$ cat config.mk
export PLATFORM = sky130hd
export DESIGN_NAME = stream_mux_flat
export DESIGN_NICKNAME = d
export VERILOG_FILES = /design/src/rtl/stream_mux_if.sv /design/src/rtl/stream_mux.sv /design/src/flat_wrapper.sv
export SDC_FILE = /design/constraint.sdc
export NUM_CORES = 1
export LEC_CHECK = 0
export CAP_MARGIN = 0
export CORE_UTILIZATION = 29
export CTS_CLUSTER_DIAMETER = 150
export DETAILED_ROUTE_END_ITERATION = 10
export GPL_TIMING_DRIVEN = 0
export MAX_ROUTING_LAYER = met4
export PLACE_DENSITY_LB_ADDON = 0.15
export SLEW_MARGIN = 20
export SYNTH_ARGS = -nofsm -noshare
export SYNTH_HDL_FRONTEND = slang
export SYNTH_SLANG_ARGS = --single-unit
$ cat constraint.sdc
create_clock -name clk -period 13.3 [get_ports clk]
set_clock_uncertainty 0.05 [all_clocks]
set_input_delay 2.66 -clock clk [delete_from_list [all_inputs] [get_ports clk]]
set_output_delay 2.66 -clock clk [all_outputs]
set_load 0.1 [all_outputs]
$ cat src/rtl/stream_mux_if.sv
// Stream bundle for stream_mux: N producer channels, one consumer and the select controls.
// The master side drives the producer inputs and consumer ready; the slave side is the mux.
interface stream_mux_if #(
   parameter int unsigned WIDTH    = 8,
   parameter int unsigned CHANNELS = 8
);
   localparam int unsigned SEL_W = $clog2(CHANNELS);

   logic                      mode;
   logic [SEL_W-1:0]          sel;
   logic [CHANNELS*WIDTH-1:0] in_data;
   logic [CHANNELS-1:0]       in_valid;
   logic [CHANNELS-1:0]       in_ready;
   logic [WIDTH-1:0]          out_data;
   logic [SEL_W-1:0]          out_chan;
   logic                      out_valid;
   logic                      out_ready;

   modport master (
      output mode, sel, in_data, in_valid, out_ready,
      input  in_ready, out_data, out_chan, out_valid
   );

   modport slave (
      input  mode, sel, in_data, in_valid, out_ready,
      output in_ready, out_data, out_chan, out_valid
   );
endinterface

$ cat src/rtl/stream_mux.sv
// N-channel valid/ready stream multiplexer with a single registered output slot.
// Fixed-select or round-robin arbitration; one cycle latency, full throughput.
module stream_mux #(
   parameter int unsigned WIDTH    = 8,
   parameter int unsigned CHANNELS = 8
) (
   input logic        clk,
   input logic        rst_n,
   stream_mux_if.slave bus
);
   localparam int unsigned SEL_W = $clog2(CHANNELS);

   logic [WIDTH-1:0]    r_out_data;
   logic [SEL_W-1:0]    r_out_chan;
   logic                r_out_valid;
   logic [SEL_W-1:0]    r_ptr;

   logic                w_slot_free;
   logic                w_grant_valid;
   logic [SEL_W-1:0]    w_grant;
   logic [CHANNELS-1:0] w_in_ready;
   logic                w_xfer;

   assign w_slot_free = !r_out_valid || bus.out_ready;

   always_comb begin
      int unsigned idx;
      w_grant_valid = 1'b0;
      w_grant       = '0;
      idx           = 0;
      if (!bus.mode) begin
         if ((32'(bus.sel) < CHANNELS) && bus.in_valid[bus.sel]) begin
            w_grant_valid = 1'b1;
            w_grant       = bus.sel;
         end
      end else begin
         // Search upward from ptr with wrap; first hit wins.
         for (int unsigned i = 0; i < CHANNELS; i++) begin
            idx = (32'(r_ptr) + i) % CHANNELS;
            if (!w_grant_valid && bus.in_valid[idx]) begin
               w_grant_valid = 1'b1;
               w_grant       = SEL_W'(idx);
            end
         end
      end
   end

   // Gated by rst_n so no handshake completes while the slot is held in reset.
   always_comb begin
      w_in_ready = '0;
      if (rst_n && w_slot_free && w_grant_valid) begin
         w_in_ready[w_grant] = 1'b1;
      end
   end

   assign w_xfer = w_slot_free && w_grant_valid;

   always_ff @(posedge clk or negedge rst_n) begin
      if (!rst_n) begin
         r_out_data  <= '0;
         r_out_chan  <= '0;
         r_out_valid <= 1'b0;
         r_ptr       <= '0;
      end else if (w_xfer) begin
         r_out_data  <= bus.in_data[32'(w_grant)*WIDTH +: WIDTH];
         r_out_chan  <= w_grant;
         r_out_valid <= 1'b1;
         if (bus.mode) begin
            r_ptr <= (32'(w_grant) == CHANNELS - 1) ? '0 : w_grant + 1'b1;
         end
      end else if (w_slot_free) begin
         r_out_valid <= 1'b0;
      end
   end

   assign bus.in_ready  = w_in_ready;
   assign bus.out_data  = r_out_data;
   assign bus.out_chan  = r_out_chan;
   assign bus.out_valid = r_out_valid;
endmodule

$ cat src/flat_wrapper.sv
// flat-port wrapper written by rule: the top's interface ports become plain ports
module stream_mux_flat 
#(
   parameter int unsigned WIDTH    = 8,
   parameter int unsigned CHANNELS = 8
)
  (clk, rst_n, bus_mode, bus_sel, bus_in_data, bus_in_valid, bus_out_ready, bus_in_ready, bus_out_data, bus_out_chan, bus_out_valid);
  stream_mux_if #(.WIDTH(WIDTH), .CHANNELS(CHANNELS)) bus_i ();
  input logic clk;
  input logic rst_n;
  input wire logic [$bits(bus_i.mode)-1:0] bus_mode;
  input wire logic [$bits(bus_i.sel)-1:0] bus_sel;
  input wire logic [$bits(bus_i.in_data)-1:0] bus_in_data;
  input wire logic [$bits(bus_i.in_valid)-1:0] bus_in_valid;
  input wire logic [$bits(bus_i.out_ready)-1:0] bus_out_ready;
  output wire logic [$bits(bus_i.in_ready)-1:0] bus_in_ready;
  output wire logic [$bits(bus_i.out_data)-1:0] bus_out_data;
  output wire logic [$bits(bus_i.out_chan)-1:0] bus_out_chan;
  output wire logic [$bits(bus_i.out_valid)-1:0] bus_out_valid;
  assign bus_i.mode = bus_mode;
  assign bus_i.sel = bus_sel;
  assign bus_i.in_data = bus_in_data;
  assign bus_i.in_valid = bus_in_valid;
  assign bus_i.out_ready = bus_out_ready;
  assign bus_in_ready = bus_i.in_ready;
  assign bus_out_data = bus_i.out_data;
  assign bus_out_chan = bus_i.out_chan;
  assign bus_out_valid = bus_i.out_valid;
  stream_mux #(.WIDTH(WIDTH), .CHANNELS(CHANNELS)) u_core (.clk(clk), .rst_n(rst_n), .bus(bus_i));
endmodule
* Word-level counts from Yosys, hierarchy flattened
Cells that the tools add are included.
Word-level totals: register bits after elaboration 15, input port bits 79, output and inout bits 20
Cells by class: $add $sub $neg 8, magnitude comparators 11, equal/unequal tests 1, shift-type cells 1, muxes and demuxes 51, reduce and logical (&&, ||, !) cells 22
Operator list (number):
- $shiftx 64x7->8 | 1
- $lt 3x4->1 const B | 10
- $mux 3 | 11
- $mux 1 | 29
- $bmux 1 s3 | 9
- $add 3x3->3 const B | 4
- $logic_and 1x1->1 | 11
- $logic_not 1->1 | 8
- $mux 8 | 1
- $add 3x1->3 const B | 2
- $add 3x2->3 const B | 2
- $demux 1 s3 | 1
- $eq 3x3->1 const B | 1
- $ge 3x1->1 const B | 1
- $reduce_and 2->1 | 1
- $reduce_bool 2->1 | 1
- $logic_or 1x1->1 | 1

* Longest topological paths before layout
depth in word-level cells 37, mapped depth 15

* Least setup slack after synthesis
OpenSTA, ideal clock, no wires.
path type input port to output port, from input port bus_in_valid[6], to output port bus_in_ready[0], data arrival time 6.331 ns, path slack 4.259 ns, stages 11, buffers on the path 2, cell sequence mux4_2 > mux2i_1 > a32oi_1 > nand2b_4 > o32a_1 > o311a_4 > or2_1 > buf_6 > buf_8 > nand2b_1 > nor2_1
Between the ends: cells in the longest elaborated chain, start to end 37
Ends and longest elaborated chain:
- from (decl) | RTL line flat_wrapper.sv:14 | input wire logic [$bits(bus_i.in_valid)-1:0] bus_in_valid;
- $bmux 1 s3 | RTL line stream_mux.sv:40 | if (!w_grant_valid && bus.in_valid[idx]) begin
- $mux 1 (not written as such) | RTL line stream_mux.sv:40
- $mux 1 | RTL line stream_mux.sv:40
- $mux 1 | RTL line stream_mux.sv:31 | if (!bus.mode) begin
- $logic_not 1->1 | RTL line stream_mux.sv:40
- $logic_and 1x1->1 | RTL line stream_mux.sv:40
- $mux 1 | RTL line stream_mux.sv:40
- $mux 1 | RTL line stream_mux.sv:31
- [... 21 more ...]
- $logic_and 1x1->1 | RTL line stream_mux.sv:40
- $mux 3 | RTL line stream_mux.sv:40
- $mux 3 | RTL line stream_mux.sv:31
- $lt 3x4->1 (not written as such) or $ge 3x1->1 (tied branches) | RTL line stream_mux.sv:52 | w_in_ready[w_grant] = 1'b1;
- $logic_and 1x1->1 (not written as such) | RTL line stream_mux.sv:52
- $mux 1 (not written as such) | RTL line stream_mux.sv:52
- $demux 1 s3
- $mux 8 (*) | RTL line stream_mux.sv:51 | if (rst_n && w_slot_free && w_grant_valid) begin
- to (decl) | RTL line flat_wrapper.sv:16 | output wire logic [$bits(bus_i.in_ready)-1:0] bus_in_ready;
Every way passes the cells marked *; elsewhere a longest branch is shown, timed or not. The select of a mux whose other input is x is not followed.

* Worst setup path in the final report
from input port bus_in_valid[2], to output port bus_in_ready[1]
Same word-level chain as after synthesis.

==> out/metrics.csv <==
metric;value;unit
status;finished clean;
core;0.00733;mm²
drc;0;
finalCritPeriodShare;74.2;%
die-area;0.00799;mm²
hold_class;flip-flop to flip-flop;
cts_setup_buffers;0;
yosys_most_used_dff;dfrtp_1;
gp_congestion;0.867;
synth-seq-cells;15;
areaGrowthSynthToFinish;51.4;%
hold_end;u_core.bus.out_data[3];
critPathKind;primary input to output port;
yosys.area_share.simple;20.4;%
wl_per_cell;17.4;µm
clk_latency;0.24;ns
syn_inst;245;
pin_count;99;
crit_path_frequent_cell;clkdlybuf4s50_1;
post-route-util;45.8;%
r2r-start;u_core.r_ptr[1];
preCtsSetupSlack;3.51;ns
path_clk_slew;0.06;ns
setup_tns;0;ns
min_period;9.87;ns
slowest_stage;clkdlybuf4s50_1;
antenna_found_initial;0;
fp-row-count;31;
synth_edf_count;0;
yosysMostFrequentCell;nand2_1;
rsz0062_at_grt;false;
p_per_area;279;mW/mm²
cts_made_buffers;3;
synthDistinctLibCells;55;
r2r-end;u_core.bus.out_data[2];
grt_pass1_vias;2311;
hold_violations;0;
htree_num_levels;1;
crit_chain;clkdlybuf4s50_1, mux4_2, mux2_2, o21ba_1, o31ai_1, mux2i_1, o311a_4, buf_2, or3_1, nor2_1, clkdlybuf4s50_1;
wirelength;7.77;mm
cts-root-buf;clkbuf_8;
syn_nets;326;
grt_max_degree;18;
grt_usage;20.6;%
fin_ws;3.43;ns
synthXorXnorAreaFrac;2.37;%
worstMarginPinSlew;1.02;ns
drive_gt1_share;17.1;%
grt_remaining_overflow;0;
relSlewSlack;31.9;%
arrival;7.16;ns
r2r_cells;14;
portBuffers;97;
tritoncts;yes;
fillers;691;
max-vdd-ir-drop;0.120;mV
drt_pre_antenna_iters;4;
clockBufferDepth;2;
yosys.area.top_type;dfrtp_1;
critPathRequiredTime;10.59;ns
cts-resized-gates;0;
routed_via_density;5.35;
holdWs;0.428;ns
drv_slew;0;
yosysTopAreaCellShare;16.9;%
r2r_slack;8.89;ns
postRouteAntennaNets;0;
syn_area;0.00222;mm²
synth_area_leaders;dfrtp_1 (17%), mux2_2 (9.7%), mux4_2 (9.1%);
p_leak;1.23;nW
nets;428;
cp_max_fo;10;
grt_pass1_wl;12.1;mm
num_vias;2382;
cp-start-kind;primary input;
dieHeight;89.4;µm
cts_sinks;15;
maxCapViolCount;0;
synthMuxAreaShare;25.3;%
whs_path_depth;2;
start_util;30.2;%
synth_seq_area_share;16.9;%
yosysWarnings;0;
synthTopCellsByCount;nand2_1 (33), mux2_2 (19), nor2b_1 (18), dfrtp_1 (15), nor2_1 (14);
endpoint_kind;output port;
fmax;101;MHz
setup_viol;0;
hp-start;u_core.bus.out_data[3];
dp.final_hpwl;6.25;mm
die-width;89.4;µm
synth_top_family_by_area;compound AO/OA/AOI/OAI gates;
ctsHoldBuffers;0;
synthAdderAreaFrac;1.13;%
avgSynthCellArea;9.04;µm²
drt-initial-drc-count;123;
cp_slowest_stage_delay;1.15;ns
async_reset_ff_share;100;%
num_antenna_cells;0;
synth_compound_area_share;27.9;%
[worst max-delay path, delay by kind of cell]
kind / cells / cell delay (ns)
AOI/OAI and AO/OA: 3 / 1.00
buffers and inverters: 3 / 1.84
muxes: 3 / 1.14
and+or+nand+nor: 2 / 0.52
[registers in the layout, summed over array words and instances, names as in the netlist]
signal / cells
u_core.bus.out_data: 8
u_core.bus.out_chan: 3
u_core.r_ptr: 3
u_core.bus.out_valid: 1
[placed cells by master (no fill, tap or decap), types with 4 or more instances in the layout]
| master | netlist | routed |
|---|---|---|
| buf_6 | 4 | 4 |
| buf_2 | 7 | 7 |
| mux2_2 | 19 | 19 |
| nand3_1 | 6 | 6 |
| clkbuf_1 | 4 | 5 |
| nand2b_1 | 5 | 5 |
| mux2i_1 | 8 | 8 |
| o21ai_0 | 13 | 13 |
| nor2b_1 | 18 | 18 |
| o41ai_1 | 8 | 8 |
| clkdlybuf4s50_1 | 0 | 97 |
| o22ai_1 | 8 | 8 |
| nor2_1 | 14 | 14 |
| dfrtp_1 | 15 | 15 |
| nand2_1 | 33 | 33 |
| a2111oi_0 | 10 | 10 |
| xnor2_1 | 4 | 4 |
| mux4_2 | 9 | 9 |
| a21oi_1 | 7 | 7 |
| inv_1 | 6 | 6 |
| a2111oi_2 | 6 | 6 |
[stage by stage]
stage,std cells,instance area [µm²],power (mW)
global route,445,3360,1.00
global placement,441,3310,0.895
detailed placement,441,3310,0.895
floorplan,245,2220,0.703
CTS,445,3360,0.935
finish,445,3360,0.935
[routing by layer]
layer | global-route usage [%] | vias to the layer above | part of all wire (%)
met5 | - | - | 0
met4 | 3.75 | 0 | 1.0
met3 | 2.22 | 10 | 4.0
met2 | 35.0 | 75 | 52
met1 | 26.7 | 1146 | 43
li1 | - | 1151 | -
[cells by family (layout without fill, tap and decap cells)]
group | Yosys count | in the layout
XOR/XNOR | 6 | 6
buffers and inverters | 22 | 123
flip-flops | 15 | 15
AND/OR/NAND/NOR | 89 | 89
AO/OA/AOI/OAI | 72 | 72
multiplexers | 39 | 39
adder cells (fa/ha/maj) | 2 | 2
[report_power, final]
group          switching [mW]  internal (mW)
logic                   0.505          0.310
registers              0.0157         0.0669
clock network          0.0160         0.0212
[cell type report]
| cell class | count | area, µm² | area share, % |
|---|---|---|---|
| Multi-Input combinational cell | 208 | 1710 | 50.9 |
| Buffer | 16 | 110 | 3.28 |
| Inverter | 6 | 22.5 | 0.671 |
| Sequential cell | 15 | 375 | 11.2 |
| Tap cell | 99 | 124 | 3.69 |
| Timing Repair Buffer | 97 | 971 | 28.9 |
| Clock buffer | 4 | 45.0 | 1.34 |
[worst max path at each step]
stage	startpoint	end	slack (ns)	cells past startpoint
6_report	bus_in_valid[2]	bus_in_ready[1]	3.43	11
5_1_grt	bus_in_valid[0]	bus_in_ready[5]	3.20	11
4_1_cts	bus_in_valid[3]	bus_in_ready[7]	3.49	11
3_5_place_dp	bus_in_valid[3]	bus_in_ready[7]	3.51	11
3_3_place_gp	bus_in_valid[3]	bus_in_ready[5]	3.47	11
2_1_floorplan	bus_in_valid[6]	bus_in_ready[0]	4.26	11
Note: power is estimated with default switching activity, not from simulation.
